### config.mk
export PLATFORM = sky130hd
export DESIGN_NAME = fpu_addsub_seq
export DESIGN_NICKNAME = d
export VERILOG_FILES = /design/src/rtl/fpu_addsub_seq.sv
export SDC_FILE = /design/constraint.sdc
export NUM_CORES = 1
export LEC_CHECK = 0
export BUFFER_PORTS_ARGS = -buffer_cell sky130_fd_sc_hd__buf_4
export CAP_MARGIN = 10
export CELL_PAD_IN_SITES_DETAIL_PLACEMENT = 0
export CELL_PAD_IN_SITES_GLOBAL_PLACEMENT = 1
export CORE_ASPECT_RATIO = 1.25
export CORE_MARGIN = 2
export CORE_UTILIZATION = 44
export DETAILED_ROUTE_END_ITERATION = 10
export PLACE_DENSITY = 0.87
export SYNTH_ARGS = -nofsm -noshare
export SYNTH_HDL_FRONTEND = slang
export SYNTH_SLANG_ARGS = --single-unit
### constraint.sdc
create_clock -name clk -period 8.7 [get_ports clk]
set_input_delay 0.435 -clock clk [delete_from_list [all_inputs] [get_ports clk]]
set_output_delay 0.435 -clock clk [all_outputs]
set_load 0.02 [all_outputs]
### src/rtl/fpu_addsub_seq.sv
// Multi-cycle single-precision ADD.S/SUB.S sequencer with truncating datapath.
// Ports: clk, rst, start/op/a/b/dst_in request; busy, done, result, dst reply.
module fpu_addsub_seq #(
  parameter int RegAddrWidth = 5
) (
  input  logic                    clk,
  input  logic                    rst,
  input  logic                    start,
  input  logic                    op,
  input  logic [31:0]             a,
  input  logic [31:0]             b,
  input  logic [RegAddrWidth-1:0] dst_in,
  output logic                    busy,
  output logic                    done,
  output logic [31:0]             result,
  output logic [RegAddrWidth-1:0] dst
);

  typedef enum logic [2:0] {
    IDLE, CMP, ALIGN, OPER, NORM, DONE
  } state_t;

  state_t state, nxt;

  logic [31:0]             op_a, op_b;
  logic [RegAddrWidth-1:0] dst_lat;
  logic                    gt_s, eff_sub;
  logic [7:0]              gt_e, e_dif;
  logic [23:0]             gt_x, lt_x;
  logic [24:0]             sum;

  logic        sa, sb;
  logic [7:0]  ea, eb, exp_inc;
  logic [22:0] ma, mb;
  logic        a_nan, b_nan, a_inf, b_inf, a_ge;

  // Exponent zero means zero: denormal mantissas are flushed here.
  assign sa = op_a[31];
  assign sb = op_b[31];
  assign ea = op_a[30:23];
  assign eb = op_b[30:23];
  assign ma = (ea == 8'd0) ? 23'd0 : op_a[22:0];
  assign mb = (eb == 8'd0) ? 23'd0 : op_b[22:0];
  assign a_nan = (ea == 8'hFF) && (ma != 23'd0);
  assign b_nan = (eb == 8'hFF) && (mb != 23'd0);
  assign a_inf = (ea == 8'hFF) && (ma == 23'd0);
  assign b_inf = (eb == 8'hFF) && (mb == 23'd0);
  assign a_ge = {ea, ma} >= {eb, mb};
  assign exp_inc = gt_e + 8'd1;

  logic        res_load;
  logic [31:0] res_val;

  always_ff @(posedge clk or posedge rst) begin
    if (rst) state <= IDLE;
    else     state <= nxt;
  end

  always_comb begin
    nxt      = state;
    res_load = 1'b0;
    res_val  = result;
    unique case (state)
      IDLE: if (start) nxt = CMP;
      CMP: begin
        nxt = ALIGN;
        if (a_nan || b_nan || (a_inf && b_inf && (sa != sb))) begin
          nxt      = DONE;
          res_load = 1'b1;
          res_val  = 32'h7FC0_0000;
        end else if (a_inf) begin
          nxt      = DONE;
          res_load = 1'b1;
          res_val  = {sa, 8'hFF, 23'd0};
        end else if (b_inf) begin
          nxt      = DONE;
          res_load = 1'b1;
          res_val  = {sb, 8'hFF, 23'd0};
        end
      end
      ALIGN: nxt = OPER;
      OPER:  nxt = NORM;
      NORM: begin
        nxt      = DONE;
        res_load = 1'b1;
        if (sum == 25'd0) begin
          res_val = 32'd0;
        end else if (sum[24]) begin
          if (exp_inc == 8'hFF) res_val = {gt_s, 8'hFF, 23'd0};
          else                  res_val = {gt_s, exp_inc, sum[23:1]};
        end else if (sum[23]) begin
          res_val = {gt_s, gt_e, sum[22:0]};
        end else if (gt_e == 8'd1) begin
          res_val = 32'd0;
        end else begin
          nxt      = NORM;
          res_load = 1'b0;
        end
      end
      DONE: nxt = start ? CMP : IDLE;
      default: nxt = IDLE;
    endcase
  end

  always_ff @(posedge clk or posedge rst) begin
    if (rst) begin
      op_a    <= '0;
      op_b    <= '0;
      dst_lat <= '0;
      gt_s    <= 1'b0;
      eff_sub <= 1'b0;
      gt_e    <= '0;
      e_dif   <= '0;
      gt_x    <= '0;
      lt_x    <= '0;
      sum     <= '0;
      result  <= '0;
      dst     <= '0;
    end else begin
      if (((state == IDLE) || (state == DONE)) && start) begin
        op_a    <= a;
        op_b    <= {b[31] ^ op, b[30:0]};
        dst_lat <= dst_in;
      end
      unique case (state)
        CMP: begin
          eff_sub <= sa ^ sb;
          if (a_ge) begin
            gt_s  <= sa;
            gt_e  <= ea;
            gt_x  <= {ea != 8'd0, ma};
            lt_x  <= {eb != 8'd0, mb};
            e_dif <= ea - eb;
          end else begin
            gt_s  <= sb;
            gt_e  <= eb;
            gt_x  <= {eb != 8'd0, mb};
            lt_x  <= {ea != 8'd0, ma};
            e_dif <= eb - ea;
          end
        end
        ALIGN:
          lt_x <= (e_dif >= 8'd24) ? 24'd0 : (lt_x >> e_dif);
        OPER:
          sum <= eff_sub ? ({1'b0, gt_x} - {1'b0, lt_x})
                         : ({1'b0, gt_x} + {1'b0, lt_x});
        NORM:
          if (nxt == NORM) begin
            sum  <= {sum[23:0], 1'b0};
            gt_e <= gt_e - 8'd1;
          end
        default: ;
      endcase
      if (res_load) begin
        result <= res_val;
        dst    <= dst_lat;
      end
    end
  end

  assign busy = (state != IDLE);
  assign done = (state == DONE);

endmodule
==> impl_metrics.env <==
export IMPL_die_area_um2=32500
export IMPL_cts_tree="built"
export IMPL_hold_viol_final=0
export IMPL_post_cts_resized=0
export IMPL_drc=0
export IMPL_rsz0062_at_grt="no"
export IMPL_critPathCaptureType="flop"
export IMPL_antenna_found_initial=0
export IMPL_port_buffers=111
export IMPL_fmax_ghz=0.213
export IMPL_async_flop_share_pct=100
export IMPL_clk_latency_ns=0.45
export IMPL_grt_pass1_wl_um=61900
export IMPL_num_vias=12000
export IMPL_die_width_um=162
export IMPL_yosysWarnings=0
export IMPL_fin_tns_setup_ns=0
export IMPL_drv_slew=0
export IMPL_r2r_slack_ns=4.01
export IMPL_fin_worst_skew_ns=0.00879
export IMPL_holdBufCountCts=0
export IMPL_yosysTopAreaCellShare_pct=36.6
export IMPL_synth_seq_cells=200
export IMPL_synthAdderAreaFrac_pct=6.57
export IMPL_cp_top_family="simple AND/OR/NAND/NOR gates"
export IMPL_min_delay_path_class="input pin to asynchronous set/reset pin"
export IMPL_synthXorXnorAreaFrac_pct=2.75
export IMPL_avgSynthCellArea_um2=8.55
export IMPL_globalplace_congestion=0.929
export IMPL_synth_distinct_cells=75
export IMPL_grt_max_degree=126
export IMPL_post_drt_wl_per_cell_um=18.2
export IMPL_status="completed"
export IMPL_clock_sinks=200
export IMPL_maxCapViolations=0
export IMPL_crit_arrival_ns=5.03
export IMPL_drive_gt1_share_pct=16.6
export IMPL_setup_violations=0
export IMPL_synth_most_common_cell="dfrtp_1"
export IMPL_fin_crit_ns=4.69
export IMPL_r2r_end="lt_x[22]"
export IMPL_grt_use_total_pct=23.5
export IMPL_tightest_slew_ns=0.949
export IMPL_synth_edf_count=0
export IMPL_crit_chain="nor4_1 > nand2_1 > and2_1 > ha_1 > and4_1 > or2_1 > a221o_1 > a41oi_2 > o21ai_2 > nand2_1 > buf_4 > o21ai_0 > a221o_1"
export IMPL_rows=72
export IMPL_synth_area_mux_share_pct=9.73
export IMPL_ant_nets=0
export IMPL_critical_path_class="flop to flop"
export IMPL_crit_slowest_cell="nand2_1"
export IMPL_synth_nets=1743
export IMPL_synth_simple_gate_area_share_pct=19.8
export IMPL_areaGrowthSynthToFinish_pct=11.8
export IMPL_first_iter_violations=891
export IMPL_worstPathBufferInverterCount=1
export IMPL_cts_root_buffer="clkbuf_16"
export IMPL_start_util_pct=44.4
export IMPL_r2r_cells=13
export IMPL_cts_buffers_inserted=17
export IMPL_ys_seq_area_share_pct=36.6
export IMPL_die_height_um=201
export IMPL_synth_compound_area_share_pct=19.7
export IMPL_synth_ff_type="dfrtp_1"
export IMPL_synth_top_cell_by_area="dfrtp_1"
export IMPL_via_per_inst=5.82
export IMPL_cp_start_kind="flop"
export IMPL_relSlewSlack_pct=36.7
export IMPL_cp_required_ns=9.04
export IMPL_dp_hpwl_um=27600
export IMPL_cts_max_level=4
export IMPL_core_area_um2=30800
export IMPL_cts_buffer_depth=2
export IMPL_pin_count=112
export IMPL_synth_cells=1600
export IMPL_nFillCells=3001
export IMPL_synthTopCellsByArea="dfrtp_1, ha_1, nand2_1"
export IMPL_holdWs_ns=0.166
export IMPL_cp_max_fo=39
export IMPL_critPathMaxStageDelay_ns=0.57
export IMPL_drtPass1Iterations=5
export IMPL_synth_top_family_by_area="simple AND/OR/NAND/NOR gates"
export IMPL_gr_total_overflow=0
export IMPL_finalWirelength_um=37300
export IMPL_cts_setup_buffers=0
export IMPL_grt_pass1_vias=11600
export IMPL_synthTopCellsByCount="dfrtp_1, nand2_1, o21ai_0"
export IMPL_fin_nets=1778
export IMPL_path_clk_slew_ns=0.07
export IMPL_timing_final_crit_share_pct=53.9
export IMPL_crit_reg2reg_launch="op_a[28]"
export IMPL_netlist_area_um2=13700
export IMPL_antennaDiodeCount=0
worst max path at each step:
stage | cells after the start | start | end
detailed placement | 13 | op_a[27] | lt_x[22]
global placement | 13 | op_a[27] | lt_x[0]
CTS | 13 | op_a[28] | lt_x[22]
finish | 13 | op_a[28] | lt_x[22]
floorplan | 1 | rst | dst[0]
global route | 13 | op_a[28] | lt_x[22]
cells by family after synthesis:
group / count (synthesis)
flops: 200
buf+inv: 166
xor+xnor: 43
simple gates: 575
compound gates: 443
mux: 103
fa+ha+maj: 70
flip-flops by register name, summed over array words and instances, names as in the netlist:
signal   cells
eff_sub      1
op_a        32
lt_x        24
dst          5
result      32
op_b        32
gt_x        24
e_dif        8
sum         25
gt_e         8
dst_lat      5
state        3
gt_s         1
cell type report:
type	count	area (µm²)	share of cell area, %
flip-flops and latches	200	5000	32.7
multi-input cells	1234	8040	52.5
inverters	52	203	1.32
repair buffers	130	976	6.38
clock buffers	18	439	2.87
well taps	407	509	3.33
clock inverters	14	133	0.867
worst register-to-register path: stages (launching register included):
cell and delay [ns]:
dfrtp_1 0.43, nor4_1 0.32, nand2_1 0.57, and2_1 0.46, ha_1 0.31, and4_1 0.22
or2_1 0.21, a221o_1 0.33, a41oi_2 0.28, o21ai_2 0.12, nand2_1 0.34, buf_4 0.45
o21ai_0 0.22, a221o_1 0.32
routing by layer:
layer,track usage (%),routed length [µm]
met5,0,0
met4,6.80,793
met2,39.1,18100
met1,32.3,16800
met3,2.93,1630
layout by cell type, fill, tap and decap left out, drive strengths merged, types with 17 or more instances in the layout:
cell type / synthesis / final
a21oi: 131 / 131
a31oi: 48 / 48
and2: 17 / 17
and3: 24 / 24
buf: 37 / 130
clkbuf: 77 / 18
dfrtp: 200 / 200
ha: 67 / 67
inv: 52 / 59
mux2: 60 / 60
mux2i: 25 / 25
mux4: 18 / 18
nand2: 198 / 198
nand3: 38 / 38
nand4: 18 / 18
nor2: 136 / 136
nor3: 41 / 41
nor4: 29 / 29
o21ai: 148 / 148
or3: 20 / 20
xnor2: 36 / 36
per-stage QoR:
stage / std cells / setup slack (ns) / area (µm²) / utilization, %
2_1_floorplan: 1600 / 2.81 / 13700 / -
3_3_place_gp: 2023 / 4.11 / 14700 / 47.8
3_5_place_dp: 2023 / 4.02 / 14700 / 47.8
4_1_cts: 2055 / 4.01 / 15300 / 49.7
5_1_grt: 2055 / 3.75 / 15300 / 49.7
6_report: 2055 / 4.01 / 15300 / 49.7
Power is not shown: default switching activity piles up to over one toggle a cycle in this logic, so the estimate is an artifact.
